<file path="config.mk">
export PLATFORM = sky130hd
export DESIGN_NAME = tdm_fir_bank
export DESIGN_NICKNAME = d
export VERILOG_FILES = /design/src/rtl/tdm_fir_bank.sv
export SDC_FILE = /design/constraint.sdc
export NUM_CORES = 1
export LEC_CHECK = 0
export ABC_AREA = 1
export CAP_MARGIN = 20
export CORE_UTILIZATION = 63
export CTS_CLUSTER_SIZE = 24
export DETAILED_ROUTE_END_ITERATION = 8
export PLACE_DENSITY = 0.82
export SLEW_MARGIN = 20
export SYNTH_ARGS = -nofsm -noshare
export SYNTH_HDL_FRONTEND = slang
export SYNTH_SLANG_ARGS = --single-unit
</file>
<file path="constraint.sdc">
create_clock -name clk -period 12.73 [get_ports clk]
set_clock_uncertainty 0.15 [all_clocks]
set_input_delay 2.546 -clock clk [delete_from_list [all_inputs] [get_ports clk]]
set_output_delay 2.546 -clock clk [all_outputs]
set_load 0.01 [all_outputs]
</file>
<file path="src/rtl/tdm_fir_bank.sv">
`default_nettype none
// ============================================================================
// tdm_fir_bank : CH-channel x TAPS-tap FIR sharing one signed MAC per strobe.
// Optional macro FILT_SAT_EN: saturating output narrowing plus sticky sat_flag.
// Revision: 1.0
// ============================================================================
module tdm_fir_bank #(
  parameter int N    = 16,
  parameter int TAPS = 4,
  parameter int CH   = 2,
  parameter int ACCW = 2*N + $clog2(TAPS) + 1
) (
  input  logic                 clk,
  input  logic                 rst,
  input  logic                 en,
  input  logic [CH*N-1:0]      x_in,
  input  logic                 coef_we,
  input  logic [((CH*TAPS > 1) ? $clog2(CH*TAPS) : 1)-1:0] coef_addr,
  input  logic [N-1:0]         coef_data,
  output logic [CH*N-1:0]      y_out,
  output logic                 y_valid,
  output logic                 busy,
  output logic                 overrun,
  output logic                 sat_flag
);

  localparam int NC = CH * TAPS;
  localparam int AW = (NC > 1) ? $clog2(NC) : 1;
  localparam int CW = (CH > 1) ? $clog2(CH) : 1;
  localparam int TW = (TAPS > 1) ? $clog2(TAPS) : 1;

  typedef enum logic [1:0] {
    S_IDLE  = 2'd0,
    S_MAC   = 2'd1,
    S_STORE = 2'd2
  } state_t;

  state_t state, state_nxt;

  logic signed [N-1:0]    coef [NC];
  logic signed [N-1:0]    dly  [CH][TAPS];
  logic signed [ACCW-1:0] acc;
  logic [CW-1:0]          ch;
  logic [TW-1:0]          tap;
  logic                   last_tap;
  logic                   last_ch;
  logic                   addr_ok;
  logic [AW-1:0]          coef_idx;
  logic signed [N-1:0]    coef_sel;
  logic signed [N-1:0]    dly_sel;
  logic signed [2*N-1:0]  prod;
  logic [N-1:0]           narrowed;

  assign last_tap = (tap == TW'(TAPS - 1));
  assign last_ch  = (ch == CW'(CH - 1));
  assign busy     = (state != S_IDLE);

  assign coef_idx = AW'(ch) * AW'(TAPS) + AW'(tap);
  assign coef_sel = coef[coef_idx];
  assign dly_sel  = dly[ch][tap];
  assign prod     = coef_sel * dly_sel;

  generate
    if (NC == (1 << AW)) begin : g_addr_full
      assign addr_ok = 1'b1;
    end else begin : g_addr_part
      assign addr_ok = (coef_addr < AW'(NC));
    end
  endgenerate

`ifdef FILT_SAT_EN
  localparam logic signed [ACCW-1:0] MAXV = {{(ACCW-N+1){1'b0}}, {(N-1){1'b1}}};
  localparam logic signed [ACCW-1:0] MINV = {{(ACCW-N+1){1'b1}}, {(N-1){1'b0}}};

  logic signed [ACCW-1:0] shifted;
  logic                   clamp;

  assign shifted = acc >>> (N - 1);

  always_comb begin
    clamp    = 1'b0;
    narrowed = shifted[N-1:0];
    if (shifted > MAXV) begin
      clamp    = 1'b1;
      narrowed = {1'b0, {(N-1){1'b1}}};
    end else if (shifted < MINV) begin
      clamp    = 1'b1;
      narrowed = {1'b1, {(N-1){1'b0}}};
    end
  end

  always_ff @(posedge clk or posedge rst) begin
    if (rst) begin
      sat_flag <= 1'b0;
    end else if (state == S_STORE && clamp) begin
      sat_flag <= 1'b1;
    end
  end
`else
  // Wrap-around narrowing: the low N bits of (acc >>> (N-1)).
  assign narrowed = acc[N-1 +: N];
  assign sat_flag = 1'b0;
`endif

  always_ff @(posedge clk or posedge rst) begin
    if (rst) begin
      state <= S_IDLE;
    end else begin
      state <= state_nxt;
    end
  end

  always_comb begin
    state_nxt = state;
    case (state)
      S_IDLE:  if (en) state_nxt = S_MAC;
      S_MAC:   if (last_tap) state_nxt = S_STORE;
      S_STORE: state_nxt = last_ch ? S_IDLE : S_MAC;
      default: state_nxt = S_IDLE;
    endcase
  end

  always_ff @(posedge clk or posedge rst) begin
    if (rst) begin
      for (int i = 0; i < NC; i++) coef[i] <= '0;
      for (int c = 0; c < CH; c++) begin
        for (int t = 0; t < TAPS; t++) dly[c][t] <= '0;
      end
      acc     <= '0;
      ch      <= '0;
      tap     <= '0;
      y_out   <= '0;
      y_valid <= 1'b0;
      overrun <= 1'b0;
    end else begin
      y_valid <= 1'b0;
      if (coef_we && addr_ok) coef[coef_addr] <= coef_data;
      // Strobes landing mid-round (STORE included) are dropped and flagged.
      if (en && busy) overrun <= 1'b1;
      case (state)
        S_IDLE: begin
          if (en) begin
            for (int c = 0; c < CH; c++) begin
              dly[c][0] <= x_in[c*N +: N];
              for (int t = 1; t < TAPS; t++) dly[c][t] <= dly[c][t-1];
            end
            ch  <= '0;
            tap <= '0;
            acc <= '0;
          end
        end
        S_MAC: begin
          acc <= acc + {{(ACCW-2*N){prod[2*N-1]}}, prod};
          if (!last_tap) tap <= tap + TW'(1);
        end
        S_STORE: begin
          y_out[ch*N +: N] <= narrowed;
          acc <= '0;
          tap <= '0;
          if (last_ch) y_valid <= 1'b1;
          else         ch      <= ch + CW'(1);
        end
        default: ;
      endcase
    end
  end

endmodule
`default_nettype wire

</file>
* Word-level counts from Yosys, hierarchy flattened *
Index checks and enable logic that the tools add are counted.

word-level totals
  register bits after elaboration = 330
  bits of input ports = 55
  output and inout port bits = 36
  logic and storage cells = 84

operators by class
  add/sub/neg operators = 5
  multipliers = 1
  order comparisons = 5
  equality and inequality tests = 6
  shift operators = 2
  muxes and demuxes = 27
  bitwise logic cells = 4
  reduce and logical (&&, ||, !) cells = 11

operators by type and width
  kind                        count
  $mux W64                    3
  $bwmux W128                 1
  $pmux W35 S3                1
  $mux W16                    5
  $bmux W16 S3                1
  $demux W16 S3               1
  $add A35 B35 Y35            1
  $mux W35                    1
  $neg A5 Y34                 1
  $shift A16 B34 Y32 const A  1
  $shiftx A16 B34 Y32         1
  $bmux W16 S2                1
  $bwmux W32                  1
  $mul A16 B16 Y32            1
  $pmux W2 S3                 2
  $ge A4 B4 Y1 const B        2
  $mux W2                     4
  $not A3 Y4                  2
  $reduce_and A2 Y1           4
  $ne A2 B2 Y1 const B        3
  $mux W1                     5
  $eq A2 B2 Y1 const B        2
  $lt A4 B1 Y1 const B        1
  $reduce_bool A2 Y1          2
  13 further kinds            14

* Longest topological paths before layout *
  word-level depth = 10
  mapped depth = 44

* Least setup slack after synthesis *
No wires, ideal clock.

  path kind = register to register
  from = reg ch
  to = reg acc[29]
  setup time = 131 ps
  arrival time = 7636 ps
  slack = 4813 ps
  stages on the path, launching flop included = 36
  path through = dfrtp_1 -> buf_6 -> buf_8 -> buf_6 -> buf_6 -> a21oi_1 -> o21ai_0 -> o21ai_1 -> nand2_1 -> o21ai_4 -> inv_4 -> nor2_4 -> inv_2 -> fa_1 -> inv_1 -> fa_1 -> fa_1 -> fa_1 -> fa_1 -> inv_1 -> fa_1 -> inv_1 -> ha_1 -> nand2_1 -> nor4_1 -> o21ai_0 -> nand3_1 -> a31oi_1 -> xor2_1 -> ha_1 -> inv_1 -> nor3_1 -> inv_1 -> o221a_2 -> a21oi_1 -> o22ai_1

on the way
  longest elaborated chain between the ends = 10
  elaborated cells on any way between the ends = 15

RTL lines
  what                                                                   RTL line  text
  start: declaration                                                     43        logic [CW-1:0] ch;
  start signal: assignment                                               161       else ch <= ch + CW'(1);
  parallel branches: the longest is 7 deep, another holds $add A3 B2 Y3  -
  $mul A16 B16 Y32 (*)                                                   61        assign prod = coef_sel * dly_sel;
  $add A35 B35 Y35 (*)                                                   153       acc <= acc + {{(ACCW-2*N){prod[2*N-1]}}, prod};
  $pmux W35 S3 (*)                                                       140       case (state)
  end signal: assignment                                                 153
  end: declaration                                                       42        logic signed [ACCW-1:0] acc;

Every way passes the cells marked *. The select of a mux whose other input is x is not followed.
A chain may end at the register's enable or synchronous reset.

* Final worst setup path *
  from = reg tap[0]
  to = reg acc[30]

on the way
  longest elaborated chain between the ends = 8
  elaborated cells on any way between the ends = 12

RTL lines
  what                                         RTL line  text
  start: declaration                           44        logic [TW-1:0] tap;
  start signal: assignment                     154       if (!last_tap) tap <= tap + TW'(1);
  $add A3 B2 Y3                                58        assign coef_idx = AW'(ch) * AW'(TAPS) + AW'(tap);
  $not A3 Y4 (not written as such)             59        assign coef_sel = coef[coef_idx];
  $bmux W16 S3                                 59
  $mux W16 (not written as such) (2 in a row)  59
  $mul A16 B16 Y32 (*)                         61
  $add A35 B35 Y35 (*)                         153
  $pmux W35 S3 (*)                             140

Mark *: on every way between the ends. The rest lies on a longest branch, timed or not. The select of a mux whose other input is x is not followed.

==> flow_summary.toml <==
[floorplan]
coreArea_sq_mm = 0.0401
die_h_um = 205
die_w_um = 205
io_pins = 91
start_util_pct = 64.5
design.die.area_sq_mm = 0.0419
placementRows = 73

[global_route]
grt_use_met3_pct = 6.35
antenna_found_initial = 0
top_usage_layer = "met2"
use_met1_pct = 44.6
grt_pass1_wl_mm = 110
use_met2_pct = 55.6
grtUsageTotal_pct = 33.6
grt_max_degree = 106
gr-total-overflow = 0
first_global_vias = 21940

[synthesis]
synthFlopType = "dfrtp_1"
synth_edf_count = 0
ys_top_cells_by_area = "dfrtp_1 (32%), fa_1 (20%), nand2_1 (9.5%), o21ai_0 (8.5%), inv_1 (8.1%)"
seq_area_frac_synth_pct = 31.5
postSynthRegisterBits = 326
ys_warn_count = 0
synthArstFlopShare_pct = 100
ys_types = 49
synth_top_area_share_pct = 31.5
avgSynthCellArea_sq_um = 8.15
synthesis.area_sq_mm = 0.0259
netlist_instances = 3174
synth_nets = 3598
synth_area_leader_cell = "dfrtp_1"

[sta]
setup_viol = 0
slew_headroom_pct = 30.2
rsz0062_at_grt = "false"
worst_pin_slew_ps = 1040
final.setup.tns_ps = 0
period_minus_slack_ps = 10110
period_share_pct = 79.4
final_max_slew_viol_count = 0
fmax_mhz = 98.9
finalHoldViolCount = 0

[layout]
synthToLayoutAreaGrowth_pct = 8.62
final_common_cell = "nand2_1"
antenna_cells = 0
final_cell_mix = "nand2_1 (651), inv_1 (553), o21ai_0 (439)"
finalNetCount = 3618
drive_gt1_share_pct = 5.59
n_fill_cell = 3200

[critical_path]
path_max_fanout = 73
worstSetupEndpointType = "flop"
r2r_start = "tap[0]$_DFFE_PP0P_"
critPathMaxStageDelay_ps = 950
r2r_end = "acc[30]$_DFFE_PP0P_"
r2r_setup_slack_ps = 2620
criticalPathCategory = "reg2reg"
required_ps = 13020
ff2ff_path_depth = 33
crit_arrival_ps = 10400
critPathSlowestCell = "dfrtp_4"
cp-start-kind = "flop"

[routing]
drt_first_pass_iters = 8
vias = 21411
drt_iter0_drc = 2029
routed_wl_mm = 66.6
postRouteAntennaNets = 0
viasPerCell = 5.72
post-route-drc-count = 0
wl_per_cell_um = 17.8

[clocking]
hold_buffers = 0
cts_tree = "built"
numCtsBuffers = 36
clkSlewWorstSetupHoldPaths_ps = 60
post_cts_buffers = 0
cts.repair.resized = 0
cts_root_buf = "clkbuf_16"
cts_htree_levels = 2
clockBufferDepth = 3
clock_latency_ps = 570
cts_sinks = 326

[flow_run]
timing.max_cap.violations = 0

[worst_hold_path]
min_path_cells = 1
hp-class = "reg2reg"
hp-start = "overrun$_DFFE_PP0P_"
min_to = "overrun$_DFFE_PP0P_"

[outcome]
status = "finished, final reports clean"

[place]
numPortBuffers = 89
dpl.hpwl_mm = 48.6
gp_congestion = 1.07
[worst max-delay path by stage]
stage / slack (ps) / start / to / depth (start not counted)
floorplan: 1010 / rst / acc[0]$_DFFE_PP0P_ / 1
global placement: 2640 / ch$_DFFE_PP0P_ / acc[30]$_DFFE_PP0P_ / 31
detailed placement: 2900 / tap[0]$_DFFE_PP0P_ / acc[30]$_DFFE_PP0P_ / 33
CTS: 2830 / tap[0]$_DFFE_PP0P_ / acc[30]$_DFFE_PP0P_ / 33
global route: 2160 / tap[0]$_DFFE_PP0P_ / acc[29]$_DFFE_PP0P_ / 32
finish: 2620 / tap[0]$_DFFE_PP0P_ / acc[30]$_DFFE_PP0P_ / 33
[per-stage QoR]
stage | instances | util, % | worst slack (ps) | cell area [sq um] | hold WS [ps]
floorplan | 3174 | - | 1010 | 25900 | 298
global placement | 3679 | 66.9 | 2640 | 26800 | 308
detailed placement | 3679 | 66.9 | 2900 | 26800 | 315
CTS | 3744 | 69.9 | 2830 | 28000 | 328
global route | 3746 | 70.1 | 2160 | 28100 | 334
finish | 3746 | 70.1 | 2620 | 28100 | 322
[critical path, delay by kind of cell (launching register included)]
| kind | cells | cell delay (ps) |
|---|---|---|
| xor gates and xnor gates | 1 | 180 |
| AOI/OAI and AO/OA | 2 | 300 |
| buffers and inverters | 6 | 1070 |
| and+or+nand+nor | 16 | 2910 |
| DFF | 1 | 950 |
| adders and majority gates | 8 | 4380 |
[cells in the mapped netlist (2+ instances only)]
library cell	n
nor3_1	10
buf_2	27
xor2_1	23
o21bai_1	9
o21ai_1	47
dfrtp_1	326
buf_1	5
clkinv_1	2
fa_1	257
a31oi_1	4
nand3_1	54
nand3_2	4
inv_1	555
nor4_1	5
a21oi_1	122
nand2_1	656
nand2_4	5
buf_6	21
buf_4	16
inv_4	3
o21ai_2	13
o211ai_1	4
nor2_1	273
o21ai_0	439
o22ai_2	3
clkbuf_1	59
o22ai_1	32
nand2_2	9
a21o_1	6
nor2_4	2
nand4_1	6
inv_2	25
xnor2_1	8
o21ai_4	11
ha_1	112
nor2_2	8
[cell families after synthesis]
| logic type | count (synthesis) | share of synthesized area, % |
|---|---|---|
| AO/OA/AOI/OAI | 696 | 14.7 |
| AND/OR/NAND/NOR | 1036 | 16.0 |
| flip-flops | 326 | 31.5 |
| buffers and inverters | 715 | 11.4 |
| adder cells (fa/ha/maj) | 369 | 25.3 |
| other | 1 | 0.0145 |
| XOR/XNOR | 31 | 1.05 |
[final cells by class]
| type | count | area, sq um | share of cell area [%] |
|---|---|---|---|
| multi-input combinational | 2133 | 14800 | 52.6 |
| sequential | 326 | 8160 | 29.1 |
| tap | 525 | 657 | 2.34 |
| timing repair buffer | 111 | 1090 | 3.87 |
| clock inverter | 16 | 150 | 0.534 |
| clock buffer | 49 | 1040 | 3.71 |
| inverter | 586 | 2220 | 7.89 |
[registers in the layout, summed over array words and instances, names as in the netlist]
register / count
acc: 31
ch: 1
coef: 128
dly: 128
overrun: 1
state: 2
tap: 2
y_out: 32
y_valid: 1
[per-layer routing]
layer  vias to the layer above  wire [um]
met5                         -          0
met4                         0       1980
met3                       142       5250
met2                       888      31700
met1                     10480      27700
li1                       9901          -
Power is left out: the tool's default activity adds up to more than one toggle a clock period on the data nets, which glitch-free logic cannot reach.
